File: src/rtl/tl_pkg.sv
// tl_pkg: state encoding and lamp codes shared by the junction controller.
// Lamp bits: [5] veh red, [4] veh amber, [3] veh green, [2] ped red, [1] 0, [0] ped green.
package tl_pkg;
   typedef enum logic [2:0] {GREEN, AMBER, CROSS, CLEAR, FLASH} tl_state_e;
   localparam logic [5:0] G_R    = 6'b001100;
   localparam logic [5:0] A_R    = 6'b010100;
   localparam logic [5:0] R_G    = 6'b100001;
   localparam logic [5:0] RA_R   = 6'b110100;
   localparam logic [5:0] FL_ON  = 6'b010001;
   localparam logic [5:0] FL_OFF = 6'b000000;
endpackage

File: src/rtl/tl_dwell_timer.sv
// tl_dwell_timer: 8-bit cycles-in-state counter that clears on state change,
// saturates at 255 and flags when the current state's dwell is complete.
module tl_dwell_timer (
   input  logic       clock,
   input  logic       reset,
   input  logic       clr,
   input  logic [7:0] limit,
   output logic       done
);
   logic [7:0] cnt_q, cnt_d;
   always_comb cnt_d = clr ? 8'd0 : (cnt_q == 8'hff ? cnt_q : cnt_q + 8'd1);
   always_ff @(posedge clock or negedge reset)
      if (!reset) cnt_q <= 8'hff;
      else cnt_q <= cnt_d;
   // Reset to 255 so a fresh controller treats minimum green as already served.
   assign done = cnt_q >= limit - 8'd1;
endmodule

File: src/rtl/tl_junction_ctrl.sv
// tl_junction_ctrl: pedestrian-crossing junction sequencer.
// Define TL_FLASH_PHASE_EN to replace the red-amber CLEAR phase with a flashing FLASH phase.
module tl_junction_ctrl import tl_pkg::*; #(
   parameter int N_BTN     = 2,
   parameter int GREEN_MIN = 4,
   parameter int AMBER_T   = 1,
   parameter int CROSS_T   = 3,
   parameter int CLEAR_T   = 1,
   parameter int FLASH_T   = 2
) (
   input  logic             clock,
   input  logic             reset,
   input  logic [N_BTN-1:0] start,
   output logic [5:0]       lightseq,
   output logic             waiting
);
   if (N_BTN < 1 || GREEN_MIN < 1 || GREEN_MIN > 255 || AMBER_T < 1 || AMBER_T > 255 ||
       CROSS_T < 1 || CROSS_T > 255 || CLEAR_T < 1 || CLEAR_T > 255) begin : g_bad_param
      $fatal(1, "tl_junction_ctrl: illegal parameter value");
   end
`ifdef TL_FLASH_PHASE_EN
   if (FLASH_T < 1 || FLASH_T > 255) begin : g_bad_flash
      $fatal(1, "tl_junction_ctrl: illegal FLASH_T");
   end
`endif
   tl_state_e  state_q, state_d;
   logic       pending_q, pending_d;
   logic       any_start, done;
   logic [7:0] limit;
   assign any_start = |start;
   assign waiting   = pending_q;
   always_comb
      limit = state_q == AMBER ? 8'(AMBER_T) :
              state_q == CROSS ? 8'(CROSS_T) :
              state_q == CLEAR ? 8'(CLEAR_T) :
              state_q == FLASH ? 8'(FLASH_T) : 8'(GREEN_MIN);
   always_comb begin
      state_d = state_q;
      unique case (state_q)
         GREEN:   state_d = (pending_q || any_start) && done ? AMBER : GREEN;
         AMBER:   state_d = done ? CROSS : AMBER;
`ifdef TL_FLASH_PHASE_EN
         CROSS:   state_d = done ? FLASH : CROSS;
`else
         CROSS:   state_d = done ? CLEAR : CROSS;
`endif
         default: state_d = done ? GREEN : state_q;
      endcase
      // A press on the very edge that serves the request must not be lost.
      pending_d = any_start || (pending_q && !(state_q == AMBER && state_d == CROSS));
   end
   always_ff @(posedge clock or negedge reset)
      if (!reset) begin
         state_q   <= GREEN;
         pending_q <= 1'b0;
      end else begin
         state_q   <= state_d;
         pending_q <= pending_d;
      end
`ifdef TL_FLASH_PHASE_EN
   logic phase_q, phase_d;
   always_comb phase_d = state_q == FLASH && state_d == FLASH && !phase_q;
   always_ff @(posedge clock or negedge reset)
      if (!reset) phase_q <= 1'b0;
      else phase_q <= phase_d;
`endif
   always_comb
      lightseq = state_q == AMBER ? A_R :
                 state_q == CROSS ? R_G :
                 state_q == CLEAR ? RA_R :
`ifdef TL_FLASH_PHASE_EN
                 state_q == FLASH ? (phase_q ? FL_OFF : FL_ON) :
`endif
                 G_R;
   tl_dwell_timer u_timer (
      .clock (clock),
      .reset (reset),
      .clr   (state_d != state_q),
      .limit (limit),
      .done  (done)
   );
endmodule

File: config.mk
export PLATFORM = sky130hd
export DESIGN_NAME = tl_junction_ctrl
export DESIGN_NICKNAME = d
export VERILOG_FILES = /design/src/rtl/tl_pkg.sv /design/src/rtl/tl_dwell_timer.sv /design/src/rtl/tl_junction_ctrl.sv
export SDC_FILE = /design/constraint.sdc
export NUM_CORES = 1
export LEC_CHECK = 0
export ABC_AREA = 1
export CORE_MARGIN = 2
export CORE_UTILIZATION = 31
export CTS_CLUSTER_SIZE = 30
export DETAILED_ROUTE_END_ITERATION = 7
export PLACE_DENSITY = 0.53
export SYNTH_ARGS = -nofsm -noshare
export SYNTH_HDL_FRONTEND = slang
export SYNTH_SLANG_ARGS = --single-unit
File: constraint.sdc
create_clock -name clock -period 2.26 [get_ports clock]
set_input_delay 0.226 -clock clock [delete_from_list [all_inputs] [get_ports clock]]
set_output_delay 0.226 -clock clock [all_outputs]
set_load 0.02 [all_outputs]
Yosys cells after proc, flatten, opt, wreduce, memory -nomap -nowiden. Cells that the tools add are included.

Magnitude comparators: 1. Reduce and logical (&&, ||, !) cells: 8. Eq/ne operators: 8. Mux-type cells: 14. Add/sub/neg operators: 2.

Operators by type and width (number): 2-to-1 mux 6 bit (3); 2-to-1 mux 8 bit (2); 2-to-1 mux 3 bit (5); == test 3 x 2 -> 1 bit (second input constant) (3); one-hot mux 3 bit (3 select lines) (1); adder 8 x 1 -> 8 bit (second input constant) (1); == test 8 bit (second input constant) (1); >= comparator 8 bit (1); subtractor 3 x 1 -> 4 bit (second input constant) (1); == test 3 x 1 -> 1 bit (second input constant) (1); == test 3 bit (second input constant) (1); logical AND 1 bit (3); logical NOT 3 bit (1); != test 3 bit (1); logical OR 1 bit (2); 2-to-1 mux 1 bit (2); 2-to-1 mux 2 bit (1); != test 2 x 1 -> 1 bit (second input constant) (1); OR reduction 2 bit (1); logical NOT 1 bit (1).

Output and inout port bits: 7. Input port bits: 4. Logic and storage cells: 36. Bits in registers: 12.

Logic depth before layout (Yosys ltp). Gate-level depths: netlist of run 1.

Depth after elaboration: 15. Mapped depth: 12.

Hierarchy. A second synthesis of run 1 with hierarchy kept.

Cell total of the unflattened synthesis: 150. Area total of the unflattened synthesis: 1071.0 um^2.

Modules (own cells, without submodules): tl_dwell_timer (instances 1, area each 780.7 um^2, cells an instance 108); tl_junction_ctrl (instances 1, area each 290.3 um^2, cells an instance 42).

Worst setup path after synthesis of run 1. Ideal clock, no wire load.

Path type: reg-to-reg. From: register state_q[2]. To: register state_q[1]. Path slack: 0.253 ns. Period minus slack after synthesis: 2.007 ns. Arrival: 1.895 ns. Setup time: 0.113 ns. Cell stages (with the launch flop): 13. Path buffers: 1. Path through: dfrtp_1 -> buf_6 -> nor2_1 -> nor2_1 -> ha_1 -> inv_1 -> nand2_1 -> nand2_1 -> nand3_2 -> nand2_1 -> nand2_1 -> nand2_1 -> inv_1.

Word-level cells in the longest chain between the ends: 9.

Ends and longest elaborated chain: from (decl) (line tl_junction_ctrl.sv:26) `tl_state_e state_q, state_d;`; from (signal assigned) (line tl_junction_ctrl.sv:57) `state_q <= state_d;`; == test 3 bit (line tl_junction_ctrl.sv:36) `state_q == FLASH ? 8'(FLASH_T) : 8'(GREEN_MIN);`; 2-to-1 mux 3 bit (line tl_junction_ctrl.sv:36); 2-to-1 mux 3 bit (line tl_junction_ctrl.sv:35) `state_q == CLEAR ? 8'(CLEAR_T) :`; 2-to-1 mux 3 bit (line tl_junction_ctrl.sv:34) `state_q == CROSS ? 8'(CROSS_T) :`; 2-to-1 mux 3 bit (line tl_junction_ctrl.sv:33) `limit = state_q == AMBER ? 8'(AMBER_T) :`; subtractor 3 x 1 -> 4 bit (line tl_dwell_timer.sv:16) `assign done = cnt_q >= limit - 8'd1;`; >= comparator 8 bit (line tl_dwell_timer.sv:16); 2-to-1 mux 3 bit or 2-to-1 mux 2 bit (tied branches) (line tl_junction_ctrl.sv:47, tl_junction_ctrl.sv:41); one-hot mux 3 bit (3 select lines) (*) (line tl_junction_ctrl.sv:39) `unique case (state_q)`; via state_d[1] (line tl_junction_ctrl.sv:26).

Mark *: on every way through the listed nets, which the timed path passes. The rest lies on a longest branch. A chain may end at the register's enable or synchronous reset.

Worst setup path in the final report of run 1.
From: register state_q[2]. To: output lightseq[0].

Word-level cells in the longest chain between the ends: 3.

Ends and longest elaborated chain: == test 3 x 2 -> 1 bit (line tl_junction_ctrl.sv:69) `state_q == CROSS ? R_G :`; 2-to-1 mux 6 bit (line tl_junction_ctrl.sv:69); 2-to-1 mux 6 bit (*) (line tl_junction_ctrl.sv:68) `lightseq = state_q == AMBER ? A_R :`; to (decl) (line tl_junction_ctrl.sv:14) `output logic [5:0] lightseq,`.

Every way passes the cells marked *; elsewhere a longest branch is shown, timed or not.

==> impl_metrics.ini, run 1 <==
[drt]
routed-via-count = 787
ant_nets = 0
firstDrtPassIters = 4
via_per_inst = 4.685
drc = 0
routed_wl_um = 1792
drt_iter0_drc = 18
wl_per_cell_um = 10.67

[timing]
finalSetupTns_ns = 0
worstMarginPinSlew_ns = 0.5493
period_minus_slack_ns = 1.949
holdWs_ns = 0.3022
period_share_pct = 86.23
setup_violations = 0
rsz0062_at_grt = no
slew_viol_final = 0
hold_viol = 0
finClkSkew_ns = 0.006313
timing.fmax_mhz = 513.2
slew-limit-headroom_pct = 63.27

[floorplanning]
initial_core_util_pct = 32.32
die_x_um = 57.16
fp.dieH_um = 57.16
placementRows = 19
fp.dieArea_sq_um = 3267
core_area_sq_um = 2710
io_pins = 11

[synth]
synth_top_cell_by_area = dfstp_2
yosys.area.top_type_share_pct = 24.00
synthCells = 126
synth-xor-area-share_pct = 0
ys_seq_area_share_pct = 35.43
synth_adder_area_share_pct = 4.286
synth_compound_area_share_pct = 4.143
synth-seq-cells = 12
synth-simple-area-share_pct = 43.29
muxShareOfSynthArea_pct = 0
yosysWarnings = 0
synth_top_family_by_area = simple AND/OR/NAND/NOR gates
netlist-cell-type-count = 23
syn-num-nets = 133
synth_area_per_cell_sq_um = 6.951
synthTopCellsByArea = dfstp_2 24%, nand2_1 15%, dfrtp_1 11%, inv_1 9.4%, nor2_1 7.7%
synth_area_sq_um = 875.8

[worst_setup_path]
crit_type = reg -> out
setup.worst_path.start = state_q[2]
cp-start-kind = flip-flop
worstReg2RegEnd = u_timer.cnt_q[5]
cp-endpoint = lightseq[0]
cp-end-kind = output pin
crit_path_max_fanout = 8
cp.arrival_ns = 1.72
worstReg2RegStart = state_q[2]
reg2reg_depth = 10
rrSetupSlack_ns = 0.41
required_ns = 2.03

[final_layout]
fin_nets = 145
area_growth_pct = 15.57
diodes = 0
final_cells = 168
drive_gt1_share_pct = 16.79

[global_route]
grtUsageTotal_pct = 12.38
grt_max_degree = 13
grt_pass1_wl_um = 3187
grt_remaining_overflow = 0
grt_pass1_vias = 764
antenna_found_initial = 0

[clocking]
hold_buffers = 0
cts_resized = 0
postCtsSetupBuffers = 0
clock_tree.buffer_depth = 2
tritoncts = built
clock_sinks = 12
clk_latency_ns = 0.27
root_buffer = clkbuf_4
path_clk_slew_ns = 0.08
h-tree-depth = 1
cts_buffers = 3

[placed_design]
place_inst = 164
hpwl_um = 1445
finalWeightedCongestion = 0.8192
numPortBuffers = 9

[hold_path]
hp-class = in -> async

[run_status]
status = complete, no violations

[power]
p_per_area_nw_per_um2 = 1187
p_leak_nw = 0.5090
vdd_drop_max_v = 0.0005676

[run]
cap_viol_max_count = 0
## how the worst min path moves through the flow
stage / startpoint / to / slack [ns] / cells after the start
after floorplan: reset / state_q[0] / -0.07 / 0
after global placement: waiting / waiting / 0.49 / 2
after detailed placement: waiting / waiting / 0.50 / 2
after CTS: reset / state_q[1] / 0.32 / 1
after global routing: reset / waiting / 0.36 / 1
final: reset / waiting / 0.30 / 1
## cell type report
class	instances	area, sq um
inverters	24	90.09
well taps	31	38.79
repair buffers	9	90.09
fillers	302	1698
multi-input cells	88	456.7
clock buffers	4	26.28
flip-flops and latches	12	310.3
## logic make-up after synthesis
| kind of cell | after synthesis |
|---|---|
| other | 1 |
| AOI/OAI and AO/OA | 5 |
| adders and majority gates | 3 |
| buffers and inverters | 26 |
| DFF | 12 |
| and+or+nand+nor | 79 |
## power by group
part           leakage (nW)  internal [mW]  switching (mW)
Combinational         0.364          0.272           0.448
Sequential            0.130          0.284          0.0576
Clock                0.0150         0.0683          0.0707
Total                 0.509          0.625           0.576
## synthesized netlist by cell type
cell type,count
nand2_1,36
inv_1,22
nor2_1,18
nand3_1,9
dfstp_2,8
dfrtp_1,4
nand4_1,4
ha_1,3
nand3b_1,3
nor2_4,3
o21ai_0,3
inv_2,2
a21oi_1,1
buf_4,1
buf_6,1
conb_1,1
nand2_2,1
nand2_4,1
nand3_2,1
nor2_2,1
nor3_2,1
o21ai_4,1
or2_2,1
## state kept, by name (all words and copies together), names as in the netlist
register,count
u_timer.cnt_q,8
waiting,1
state_q,3
## cells in the final DEF (no fill, tap or decap), drive strengths merged
master,count
or2,1
clkbuf,4
dfrtp,4
o21ai,4
conb,1
nand2,38
ha,3
clkdlybuf4s50,9
a21oi,1
nor3,1
nand3b,3
dfstp,8
nand4,4
nor2,22
nand3,10
inv,24
## worst max-delay path, stage by stage, from the launching register on
cell and delay [ns]:
dfrtp_1 0.48, nor2_4 0.17, inv_2 0.06, nor2_1 0.12
clkdlybuf4s50_1 0.62
## through the flow
stage / setup slack (ns) / util [%] / total power [mW] / cell area, sq um
after detailed placement: 0.4169 / 36.38 / 1.073 / 985.9
after global routing: 0.2308 / 37.35 / 1.330 / 1012
after CTS: 0.2981 / 37.35 / 1.219 / 1012
after floorplan: 0.2527 / - / 0.8498 / 875.8
after global placement: 0.4570 / 36.38 / 1.061 / 985.9
final: 0.3113 / 37.35 / 1.201 / 1012
## routing by layer
metal | part of all wire, % | vias to the layer above | GRT usage, %
li1 | - | 403 | -
met5 | 0 | - | 0
met1 | 47 | 368 | 14.81
met2 | 49 | 11 | 22.00
met4 | 2.0 | 0 | 5.980
met3 | 1.8 | 5 | 1.361
Note: power is estimated with default switching activity, not from simulation.
==> run 2, diff against run 1 <==
--- a/config.mk
+++ b/config.mk
@@ -7,10 +7,10 @@
 export LEC_CHECK = 0
 export ABC_AREA = 1
 export CORE_MARGIN = 2
-export CORE_UTILIZATION = 31
+export CORE_UTILIZATION = 32
 export CTS_CLUSTER_SIZE = 30
 export DETAILED_ROUTE_END_ITERATION = 7
-export PLACE_DENSITY = 0.53
+export PLACE_DENSITY = 0.54
 export SYNTH_ARGS = -nofsm -noshare
 export SYNTH_HDL_FRONTEND = slang
 export SYNTH_SLANG_ARGS = --single-unit
==> impl_metrics.ini, run 2 (synthesis gave the netlist of run 1 again) <==
[placed_design]
pre_cts_slack_ns = 0.3862
finalWeightedCongestion = 0.8160
place_inst = 163
dpl_cell_area_sq_um = 984.7
hpwl_um = 1344
numPortBuffers = 9

[timing]
setup_violations = 0
finClkSkew_ns = 0.001387
setup_slack_ns = 0.3125
worstMarginPinSlew_ns = 0.5226
timing.fmax_mhz = 513.5
period_share_pct = 86.17
holdWs_ns = 0.2975
finalSetupTns_ns = 0
period_minus_slack_ns = 1.948
hold_viol = 0
slew-limit-headroom_pct = 65.05
slew_viol_final = 0
rsz0062_at_grt = no

[clocking]
root_buffer = clkbuf_4
clock_tree.buffer_depth = 2
path_clk_slew_ns = 0.07
cts_buffers = 3
postCtsSetupBuffers = 0
hold_buffers = 0
clk_latency_ns = 0.27
clock_sinks = 12
cts_resized = 0
tritoncts = built
h-tree-depth = 1

[floorplanning]
core_area_sq_um = 2545
fp.dieArea_sq_um = 3171
placementRows = 18
die_x_um = 56.32
initial_core_util_pct = 34.41
fp.dieH_um = 56.32
io_pins = 11

[drt]
firstDrtPassIters = 4
drt_iter0_drc = 17
routed_wl_um = 1645
drc = 0
via_per_inst = 4.341
routed-via-count = 725
wl_per_cell_um = 9.850
ant_nets = 0

[run]
cap_viol_max_count = 0

[global_route]
grt_remaining_overflow = 0
antenna_found_initial = 0
grt_pass1_wl_um = 2946
grt_max_degree = 13
grt_pass1_vias = 686
grtUsageTotal_pct = 11.70

[power]
p_leak_nw = 0.5150
power_mw = 1.215
vdd_drop_max_v = 0.0009652
p_per_area_nw_per_um2 = 1190

[worst_setup_path]
crit_path_max_fanout = 8
cp-start-kind = flip-flop
required_ns = 2.03
crit_type = reg -> out
cp.arrival_ns = 1.72
cp-end-kind = output pin
reg2reg_depth = 11

[final_layout]
final_common_cell = nand2_1
fin_nets = 145
final_cells = 167
regMostFlops = u_timer.cnt_q
final_cell_area_sq_um = 1021
diodes = 0
area_growth_pct = 16.57
fillerInstances = 270
final_cell_mix = 36 x nand2_1, 22 x inv_1, 18 x nor2_1
largest_reg_flops = 8
drive_gt1_share_pct = 17.52
utilization_pct = 40.12

[hold_path]
hp-class = in -> async

[run_status]
status = complete, no violations
## run 2: cell counts in the layout (fill, tap and decap cells not counted)
No cell type changed its count.
## run 2: power by group
part           internal, mW  switching (mW)
clock network        0.0979          0.0702
registers             0.284          0.0572
logic                 0.272           0.434
## run 2: worst paths after layout
| kind | start | to | slack (ns) |
|---|---|---|---|
| min in group clock | waiting | waiting | 0.51 |
| max reg2reg | state_q[2] | state_q[1] | 0.38 |
| min reg2reg | waiting | waiting | 0.51 |
| min | reset | state_q[2] | 0.30 |
| max in group asynchronous | reset | u_timer.cnt_q[2] | 1.60 |
| max | state_q[2] | lightseq[0] | 0.31 |
## run 2: critical path, cell delays in order (launching register included)
cell	delay, ns
dfrtp_1	0.48
nor2_4	0.16
inv_2	0.06
nor2_1	0.13
clkdlybuf4s50_1	0.62
## run 2: final cells by class
class                   instances  area [sq um]  share of cell area [%]
clock buffers                   4         36.28                   3.554
inverters                      24         90.09                   8.824
multi-input cells              88         456.7                   44.73
flip-flops and latches         12         310.3                   30.39
well taps                      30         37.54                   3.676
repair buffers                  9         90.09                   8.824
## run 2: metal layers
layer  track usage, %  up-vias  wire, um
met5                0        -         0
met2            15.63       12       679
met4            6.122        0        15
met3            2.074        2        40
met1            17.56      306       910
li1                 -      405         -
==> RTL change: new RTL, settings of run 1 <==
Change the parameter `N_BTN` from 2 to 4.
--- a/src/rtl/tl_junction_ctrl.sv
+++ b/src/rtl/tl_junction_ctrl.sv
@@ -1,7 +1,7 @@
 // tl_junction_ctrl: pedestrian-crossing junction sequencer.
 // Define TL_FLASH_PHASE_EN to replace the red-amber CLEAR phase with a flashing FLASH phase.
 module tl_junction_ctrl import tl_pkg::*; #(
-   parameter int N_BTN     = 2,
+   parameter int N_BTN     = 4,
    parameter int GREEN_MIN = 4,
    parameter int AMBER_T   = 1,
    parameter int CROSS_T   = 3,
Interface: changed (resized start); port bits go from 11 to 13. No check against the original RTL was run, so the function may have changed too.
==> RTL change against run 1 <==
  * Critical path depth is the same
  * Setup slack got worse by 0.0055 ns
  * Cell area down 3.0%
  * Sequential cell count unchanged
  * Routed wire length shrank 16%
  * Maximum frequency down 0.28%
  * Synthesized area shrank 6.7%
  * Critical path type unchanged
  * Largest cell class unchanged
  * Highest routed layer unchanged
Power is not compared: it rests on default switching activity, and its combinational part moved more than twofold at a synthesized area within 25%.
==> RTL change: results <==
group,metric,value,unit
status,status,"finished clean",
detailed_routing,firstDrtPassIters,4,
logic_synthesis,postSynthCellCount,111,
detailed_routing,drt_wl_total,1.503,mm
logic_synthesis,syn_nets,120,
clock_tree,clock_tree.root_cell,"clkbuf_4",
global_route,track_usage,11.02,%
global_route,grt_util_met3,3.747,%
global_route,grt_util_met2,15.31,%
layout,nets,134,
worst_setup_path,cp_max_fo,8,
power,pwr.group.combinational,15.6,uW
placed_design,io_buffers,11,
logic_synthesis,yosysSeqAreaShare,37.98,%
detailed_routing,routed_via_density,4.429,
placed_design,dp_hpwl,1.178,mm
logic_synthesis,synth_commonest_cells,"inv_1, nor2_1, nand2_1, dfstp_2, nand3_1",
layout,fillerInstances,269,
clock_tree,cts.reportedPaths.clkPinSlew,0.08,ns
logic_synthesis,ys_top_cells_by_area,"dfstp_2, dfrtp_1, inv_1, nor2_1, nand2_1",
placed_design,placedInstanceArea,945.9,um2
placed_design,place_ws,0.4934,ns
logic_synthesis,netlist-cell-type-count,27,
placed_design,gp_routability_congestion,0.7722,
global_route,vias_in_the_first_global_route,640,
clock_tree,worstSkewPairLatency,0.28,ns
detailed_routing,drtIter0Drc,19,
timing,max_slew_margin,61.70,%
clock_tree,cts_buffer_depth,2,
layout,multi_input_area,397.9,um2
global_route,first_pass_grt_wire_length,2.725,mm
clock_tree,cts.repair_timing.setup_buffer_count,0,
layout,proportion_of_layout_cells_with_a_drive_suffix_above_1,22.58,%
detailed_routing,total_vias_in_the_final_route,682,
global_route,groute.layer.met1.usage,16.04,%
logic_synthesis,asyncSetResetFlopFracSynth,100.0,%
timing,fin_worst_skew,0.005199,ns
placed_design,dp.cells,150,
RTL change: layout make-up:
type | count | area share (%)
flip-flops and latches | 12 | 31.59
inverters | 24 | 9.172
multi-input cells | 73 | 40.51
clock buffers | 4 | 3.694
repair buffers | 11 | 11.21
well taps | 30 | 3.822
RTL change: routing by layer:
layer	up-vias	wire length (um)
li1	367	-
met3	3	79
met5	-	0
met4	0	14
met1	294	790
met2	18	619
RTL change: cell families (layout without fill, tap and decap cells):
| family | Yosys count | after routing | share of synthesized area (%) |
|---|---|---|---|
| buffers and inverters | 26 | 39 | 13.32 |
| AO/OA/AOI/OAI | 10 | 10 | 8.423 |
| other | 1 | 1 | 0.4590 |
| XOR/XNOR | 1 | 1 | 1.072 |
| flip-flops | 12 | 12 | 37.98 |
| AND/OR/NAND/NOR | 58 | 58 | 34.15 |
| adder cells (fa/ha/maj) | 3 | 3 | 4.595 |
RTL change: worst paths after layout:
kind                                              startpoint                           end  slack, ns  cells past startpoint
worst max-delay path                    state_q[2]$_DFF_PN0_                   lightseq[0]       0.31                      4
worst min-delay path                                   reset          state_q[2]$_DFF_PN0_       0.31                      1
worst max register to register          state_q[2]$_DFF_PN0_             waiting$_DFF_PN0_       0.49                     10
worst min register to register  u_timer.cnt_q[2]$_DFFE_PN1P_  u_timer.cnt_q[2]$_DFFE_PN1P_       0.54                      2
max in group asynchronous                              reset  u_timer.cnt_q[5]$_DFFE_PN1P_       1.57                      1
min in group clock              u_timer.cnt_q[2]$_DFFE_PN1P_  u_timer.cnt_q[2]$_DFFE_PN1P_       0.54                      2
RTL change: worst max-delay path, cell delays in order, from the launching register on:
cell and delay (ns):
dfrtp_1 0.48, nor2_4 0.16, inv_2 0.06, nor2_1 0.13
clkdlybuf4s50_1 0.62
